$ cat src/rtl/cc_muxtransi_seq.sv
// N-channel registered source mux with blanked, handshaked channel transitions.
// Optional feature macro: CC_MUXT_PENDING_EN (one-deep pending request while busy).
module cc_muxtransi_seq #(
  parameter int MUXT_WIDTH      = 8,
  parameter int MUXT_CHANNELS   = 4,
  parameter int MUXT_SELWIDTH   = 2,
  parameter int MUXT_HOLDCYCLES = 3,
  parameter logic [MUXT_WIDTH-1:0] MUXT_BLANK = '0
) (
  input  logic                                CC_MUXT_CLOCK_50,
  input  logic                                CC_MUXT_RESET_InHigh,
  input  logic [MUXT_CHANNELS*MUXT_WIDTH-1:0] CC_MUXT_data_InBUS,
  input  logic [MUXT_SELWIDTH-1:0]            CC_MUXT_select_InBUS,
  input  logic                                CC_MUXT_req_In,
  output logic [MUXT_WIDTH-1:0]               CC_MUXT_data_OutBUS,
  output logic [MUXT_SELWIDTH-1:0]            CC_MUXT_active_OutBUS,
  output logic                                CC_MUXT_busy_Out,
  output logic                                CC_MUXT_done_Out
);

  localparam int  NSEL     = 2**MUXT_SELWIDTH;
  localparam bit  HAS_HOLD = (MUXT_HOLDCYCLES > 0);
  localparam int  CW       = HAS_HOLD ? $clog2(MUXT_HOLDCYCLES+1) : 1;
  localparam logic [CW-1:0] CNT_LOAD = HAS_HOLD ? CW'(MUXT_HOLDCYCLES-1) : '0;

  typedef enum logic {S_IDLE = 1'b0, S_BLANK = 1'b1} state_t;

  state_t                   r_state, w_state_nxt;
  logic [MUXT_WIDTH-1:0]    r_data;
  logic [MUXT_SELWIDTH-1:0] r_active, r_target;
  logic [CW-1:0]            r_cnt;
  logic                     r_done;

  logic                     w_eff_req, w_in_range, w_accept, w_same;
  logic                     w_start_blank, w_jump, w_complete;
  logic [MUXT_SELWIDTH-1:0] w_eff_sel;

  // Unused select codes map to blank so every index is defined.
  logic [MUXT_WIDTH-1:0] w_ch [NSEL];
  for (genvar k = 0; k < NSEL; k++) begin : g_ch
    if (k < MUXT_CHANNELS) begin : g_real
      assign w_ch[k] = CC_MUXT_data_InBUS[k*MUXT_WIDTH +: MUXT_WIDTH];
    end else begin : g_pad
      assign w_ch[k] = MUXT_BLANK;
    end
  end

`ifdef CC_MUXT_PENDING_EN
  logic                     r_pend_vld, r_go;
  logic [MUXT_SELWIDTH-1:0] r_pend_sel, r_go_sel;
  logic                     w_pv;
  logic [MUXT_SELWIDTH-1:0] w_ps;

  // A request on the completion edge itself is the latest one and wins.
  assign w_pv = (r_state == S_BLANK && CC_MUXT_req_In) ? 1'b1 : r_pend_vld;
  assign w_ps = (r_state == S_BLANK && CC_MUXT_req_In) ? CC_MUXT_select_InBUS : r_pend_sel;

  always_ff @(posedge CC_MUXT_CLOCK_50) begin
    if (CC_MUXT_RESET_InHigh) begin
      r_pend_vld <= 1'b0;
      r_pend_sel <= '0;
      r_go       <= 1'b0;
      r_go_sel   <= '0;
    end else begin
      r_go <= 1'b0;
      if (r_state == S_BLANK) begin
        if (w_complete) begin
          r_go       <= w_pv && (32'(w_ps) < MUXT_CHANNELS);
          r_go_sel   <= w_ps;
          r_pend_vld <= 1'b0;
        end else begin
          r_pend_vld <= w_pv;
          r_pend_sel <= w_ps;
        end
      end
    end
  end

  // A launched pending request takes priority over the live port in the done cycle.
  assign w_eff_req = r_go | CC_MUXT_req_In;
  assign w_eff_sel = r_go ? r_go_sel : CC_MUXT_select_InBUS;
`else
  assign w_eff_req = CC_MUXT_req_In;
  assign w_eff_sel = CC_MUXT_select_InBUS;
`endif

  assign w_in_range    = 32'(w_eff_sel) < MUXT_CHANNELS;
  assign w_accept      = (r_state == S_IDLE) && w_eff_req && w_in_range;
  assign w_same        = (w_eff_sel == r_active);
  assign w_start_blank = w_accept && !w_same && HAS_HOLD;
  assign w_jump        = w_accept && !w_same && !HAS_HOLD;
  assign w_complete    = (r_state == S_BLANK) && (r_cnt == '0);

  always_ff @(posedge CC_MUXT_CLOCK_50) begin
    if (CC_MUXT_RESET_InHigh) r_state <= S_IDLE;
    else                      r_state <= w_state_nxt;
  end

  always_comb begin
    w_state_nxt = r_state;
    case (r_state)
      S_IDLE:  if (w_start_blank) w_state_nxt = S_BLANK;
      S_BLANK: if (w_complete)    w_state_nxt = S_IDLE;
      default: w_state_nxt = S_IDLE;
    endcase
  end

  always_comb begin
    CC_MUXT_busy_Out      = (r_state == S_BLANK);
    CC_MUXT_data_OutBUS   = r_data;
    CC_MUXT_active_OutBUS = r_active;
    CC_MUXT_done_Out      = r_done;
  end

  always_ff @(posedge CC_MUXT_CLOCK_50) begin
    if (CC_MUXT_RESET_InHigh) begin
      r_data   <= MUXT_BLANK;
      r_active <= '0;
      r_target <= '0;
      r_cnt    <= '0;
      r_done   <= 1'b0;
    end else begin
      r_done <= 1'b0;
      case (r_state)
        S_IDLE: begin
          r_data <= w_ch[r_active];
          if (w_accept && w_same) begin
            r_done <= 1'b1;
          end else if (w_jump) begin
            r_active <= w_eff_sel;
            r_data   <= w_ch[w_eff_sel];
            r_done   <= 1'b1;
          end else if (w_start_blank) begin
            r_target <= w_eff_sel;
            r_cnt    <= CNT_LOAD;
            r_data   <= MUXT_BLANK;
          end
        end
        S_BLANK: begin
          if (w_complete) begin
            r_active <= r_target;
            r_data   <= w_ch[r_target];
            r_done   <= 1'b1;
          end else begin
            r_cnt  <= r_cnt - 1'b1;
            r_data <= MUXT_BLANK;
          end
        end
        default: r_data <= MUXT_BLANK;
      endcase
    end
  end

endmodule

$ cat config.mk
export PLATFORM = sky130hd
export DESIGN_NAME = cc_muxtransi_seq
export DESIGN_NICKNAME = d
export VERILOG_FILES = /design/src/rtl/cc_muxtransi_seq.sv
export SDC_FILE = /design/constraint.sdc
export NUM_CORES = 1
export LEC_CHECK = 0
export ABC_CLOCK_PERIOD_IN_PS = 2050
export BUFFER_PORTS_ARGS = -buffer_cell sky130_fd_sc_hd__buf_2
export CAP_MARGIN = 10
export CORE_UTILIZATION = 47
export DETAILED_ROUTE_END_ITERATION = 7
export PLACE_DENSITY = 0.79
export SETUP_SLACK_MARGIN = 0.4
export SLEW_MARGIN = 15
export SYNTH_ARGS = -nofsm -noshare
export SYNTH_HDL_FRONTEND = slang
export SYNTH_SLANG_ARGS = --single-unit
$ cat constraint.sdc
create_clock -name CC_MUXT_CLOCK_50 -period 2.05 [get_ports CC_MUXT_CLOCK_50]
set_clock_uncertainty 0.1 [all_clocks]
set_input_delay 0.41 -clock CC_MUXT_CLOCK_50 [delete_from_list [all_inputs] [get_ports CC_MUXT_CLOCK_50]]
set_output_delay 0.41 -clock CC_MUXT_CLOCK_50 [all_outputs]
set_load 0.01 [all_outputs]
# Word level (Yosys, flattened, before mapping)
# Cells that the tools add are included.
# totals
regBits	16
latchBits	0
mem_bits_rw	0
rom_bits	0
input_bits	37
output_inout_bits	12
elab_cells	49
mem_count	0
# classes
addsub	1
multipliers	0
div	0
n_lt_le_gt_ge	2
n_eq_ne	5
shift	0
muxes	22
n_bitwise	4
reduce_logical	9
# op_table
op	n
8-bit 2-to-1 mux	7
8-bit binary-select mux with 2-bit select	2
8-bit one-hot mux with 2 select lines	1
2-bit 2-to-1 mux	5
3-bit greater-or-equal comparator (second input constant)	2
2-bit != test (second input constant)	3
2-bit NOT with 3-bit output	2
3-bit AND reduction	2
1-bit logical AND	4
1-bit 2-to-1 mux	4
1-bit one-hot mux with 2 select lines	2
2-bit one-hot mux with 2 select lines	1
2-bit equality test	1
2-bit zero test	1
2-bit by 1-bit != test with 1-bit output (second input constant)	1
1-bit NOT	2
2-bit AND reduction	1
2-bit by 1-bit subtractor with 2-bit output (second input constant)	1
1-bit zero test	1

# Longest topological paths before layout
# depth
depth_word	7
ltp_mapped	6

# Least setup slack after synthesis
# Ideal clock, no wire load.
# synth_timing
path_kind	flip-flop to flip-flop
from	reg r_active[0], in the netlist CC_MUXT_active_OutBUS[0]
to	reg r_data[2], in the netlist CC_MUXT_data_OutBUS[2]
setup_time_ps	136
arrival_ps	1243
setup_slack_ps	571
path_stages_with_launch	5
n_path_buf	1
synth_period_minus_slack_ps	1479
cell_sequence	dfxtp_1 -> buf_6 -> mux4_1 -> inv_1 -> o32ai_2
# synth_between
elab_chain_cells	7
# synth_lines
item	line_no	text
start, declared	30	logic [MUXT_SELWIDTH-1:0] r_active, r_target;
start signal, assigned	130	r_active <= w_eff_sel;
start signal, assigned	141	r_active <= r_target;
2-bit NOT with 3-bit output (implied by the code)	126	r_data <= w_ch[r_active];
8-bit binary-select mux with 2-bit select	126	
8-bit 2-to-1 mux (implied by the code) (2 in series)	126	
8-bit 2-to-1 mux	133	end else if (w_start_blank) begin
8-bit 2-to-1 mux (*)	127	if (w_accept && w_same) begin
8-bit one-hot mux with 2 select lines (*)	124	case (r_state)
end signal, assigned	126	
end signal, assigned	131	r_data <= w_ch[w_eff_sel];
end signal, assigned	142	r_data <= w_ch[r_target];
end, declared	29	logic [MUXT_WIDTH-1:0] r_data;
# Every way passes the cells marked *; elsewhere a longest branch is shown, timed or not. The select of a mux whose other input is x is not followed.
# A chain may end at the register's enable or synchronous reset.

# Worst setup path in the final report
# layout_timing
from	reg r_active[1], in the netlist CC_MUXT_active_OutBUS[1]
to	out CC_MUXT_active_OutBUS[1]
# layout_lines
item	line_no	text
end, declared	16	output logic [MUXT_SELWIDTH-1:0] CC_MUXT_active_OutBUS,
# No word-level cell between the ends.

==> flow_summary_export.csv <==
group,metric,value,unit
finish,drive_above_1_share,55.0,%
timing,rsz0062_at_grt,"no",
detailed_routing,first_iter_violations,16,
detailed_routing,wl_met3,132,um
pwr,leakagePower,0.639,nW
synth,synthFlopType,"dfxtp_1",
timing,worst_slew_pin_slew,0.484,ns
synth,synth_top_area_share,27.5,%
floorplan,core_area,0.00228,mm2
floorplan,initial_core_util,51.1,%
synth,synth_area_leader_cell,"dfxtp_1",
setup_path,cp_max_fo,6,
detailed_routing,highest_layer,"met4",
timing,fin_tns_setup,0,ns
pwr,clkPwrFrac,26.6,%
synth,syn_area_per_cell,11.6,um2
finish,fin_cells,177,
setup_path,start_kind,"flip-flop",
finish,syn_to_final_growth,25.5,%
timing,fmax,636,MHz
detailed_routing,wl_met1,1110,um
clock_network,cts.sinks,16,
setup_path,cp-end-kind,"output pin",
clock_network,cts_made_buffers,3,
finish,final_core_util,64.2,%
floorplan,row_count,17,
synth,synth-async-reset-ratio,0,%
setup_path,cp_slowest_cell,"dfxtp_1",
detailed_routing,num_vias,970,
setup_path,cp.arrival,1.06,ns
synth,synth.distinct_cells,28,
clock_network,cts_setup_buffers,0,
timing,period_share,76.8,%
synth,synth_most_common_cell,"dfxtp_1",
placement,dpl.hpwl,2050,um
detailed_routing,via_per_inst,5.48,
synth,ys_seq_area_share,27.5,%
synth,synth_area_leaders,"dfxtp_1 28%, mux4_2 23%, o32ai_2 8.4%",
timing,final-hold-violation-count,0,
grt,grt_max_degree,20,
timing,whs,0.350,ns
synth,synth_cells,100,
run_status,outcome,"finished, final reports clean",
detailed_routing,routed_wl,2560,um
clock_network,clkTransAtPathRegs,0.09,ns
setup_path,worstSetupPathDepth,1,
pwr,p_int,0.568,mW
floorplan,die-area,0.00268,mm2
setup_path,critPathKind,"reg -> out",
synth,ys_ff_latch,16,
detailed_routing,drtPass1Iterations,4,
placement,io_buffer_count,48,
hold_path,hold_depth,3,
grt,grt_pass1_vias,973,
synth,yosys_warnings,0,
setup_path,cp_top_family,"flip-flops",
setup_path,path_buf_inv,1,
synth,netlist_top_cells_count,"16 x dfxtp_1, 14 x inv_1, 12 x mux4_2",
pwr,comb_power_share,28.9,%
floorplan,die_height,51.8,um
clock_network,clock_tree.root_cell,"clkbuf_4",
pwr,ir_drop,0.000491,V
pwr,power.density,544,mW/mm2
finish,multi_input_area,744,um2
clock_network,clk_path_buf_depth,2,
synth,netlist_area,0.00116,mm2
setup_path,path_cells,"buf_2",
setup_path,crit_required,1.54,ns
pwr,power,0.794,mW
grt,antenna_found_initial,0,
clock_network,cts_resized,0,
detailed_routing,wl_per_cell,14.5,um
timing,max_slew_margin,67.7,%
hold_path,hold_path_class,"in -> reg",
timing,period_needed,1.57,ns
clock_network,cts_tree,"yes",
finish,nNetsFinal,188,
pwr,power.share.sequential,44.5,%
finish,final.fill_count,183,
grt,grt-ovfl-total,0,
placement,dp_cells,173,
floorplan,top_level_ports,49,
clock_network,cts_hold_buf,0,
pwr,netSwitchingFraction,28.5,%
finish,seq_area,322,um2
detailed_routing,drc_errors,0,
synth,synth_nets,138,
job,drv_cap,0,
placement,gp_congestion,0.781,
setup_path,r2r_cells,4,
clock_network,clkLatencyLatePin,0.29,ns
grt,grt_util_all_layers,21.4,%
grt,grt_pass1_wl,4260,um
pwr,power_switching,0.227,mW
timing,setup_viol,0,
clock_network,cts_htree_levels,1,
detailed_routing,drt.antenna.violating_nets,0,
synth,synth_edf_count,0,
detailed_routing,dr_wl_met2,1290,um
floorplan,die_w,51.8,um
timing,finalMaxSlewViolations,0,
finish,antennaDiodeCount,0,
setup_path,crit_path_max_incr_delay,0.56,ns
==> final timing paths <==
path | startpoint | end | slack, ns
worst min-delay path | CC_MUXT_select_InBUS[1] | r_target[1] | 0.35
worst max-delay path | CC_MUXT_active_OutBUS[1] | CC_MUXT_active_OutBUS[1] | 0.48
worst min register to register | r_cnt[0] | r_cnt[0] | 0.43
worst max register to register | CC_MUXT_active_OutBUS[1] | CC_MUXT_data_OutBUS[2] | 0.53
==> power groups by stage <==
stage,logic [mW],clock network [mW],registers [mW]
after global routing,0.249,0.230,0.357
after global placement,0.221,0,0.359
final,0.229,0.212,0.353
after CTS,0.231,0.217,0.353
after floorplan,0.149,0,0.360
after detailed placement,0.230,0,0.360
==> registers in the layout, summed over array words and instances (netlist names) <==
signal	cells
CC_MUXT_data_OutBUS	8
CC_MUXT_done_Out	1
CC_MUXT_active_OutBUS	2
CC_MUXT_busy_Out	1
r_cnt	2
r_target	2
==> cells by family (layout without fill, tap and decap cells) <==
logic type / after synthesis / after routing / share of synthesized area, %
fa+ha+maj: 1 / 1 / 1.08
flops: 16 / 16 / 27.5
compound gates: 15 / 15 / 15.1
xor+xnor: 2 / 2 / 4.73
buf+inv: 21 / 70 / 8.49
simple gates: 25 / 25 / 10.2
mux: 20 / 20 / 32.9
==> area by class of cell <==
class	count	share of cell area, %
Inverter	14	3.60
Timing Repair Buffer	52	18.5
Clock buffer	4	2.49
Tap cell	28	2.40
Multi-Input combinational cell	63	51.0
Sequential cell	16	22.0
==> metal layers <==
metal  global-route usage, %  vias to the layer above
met2                    38.5                       37
met3                    4.39                        6
li1                        -                      467
met4                    4.95                        0
met1                    26.1                      460
met5                       0                        -
==> layout by cell type (no fill, tap or decap), drive strengths merged <==
cell and instances:
a211oi 1, a21boi 1, a21o 1, a21oi 4, buf 52, clkbuf 4, dfxtp 16, ha 1
inv 14, mux2i 6, mux4 14, nand2 5, nand2b 2, nand3 3, nor2 8, nor2b 2
nor3 3, o22ai 2, o32ai 6, or2 1, or3 1, xnor2 2
==> metrics by stage <==
step	area (um2)	setup WS (ns)
after global routing	1460	0.419
after detailed placement	1420	0.486
final	1460	0.477
after floorplan	1160	0.571
after global placement	1420	0.517
after CTS	1460	0.474
Power figures use the tool's default switching activity.
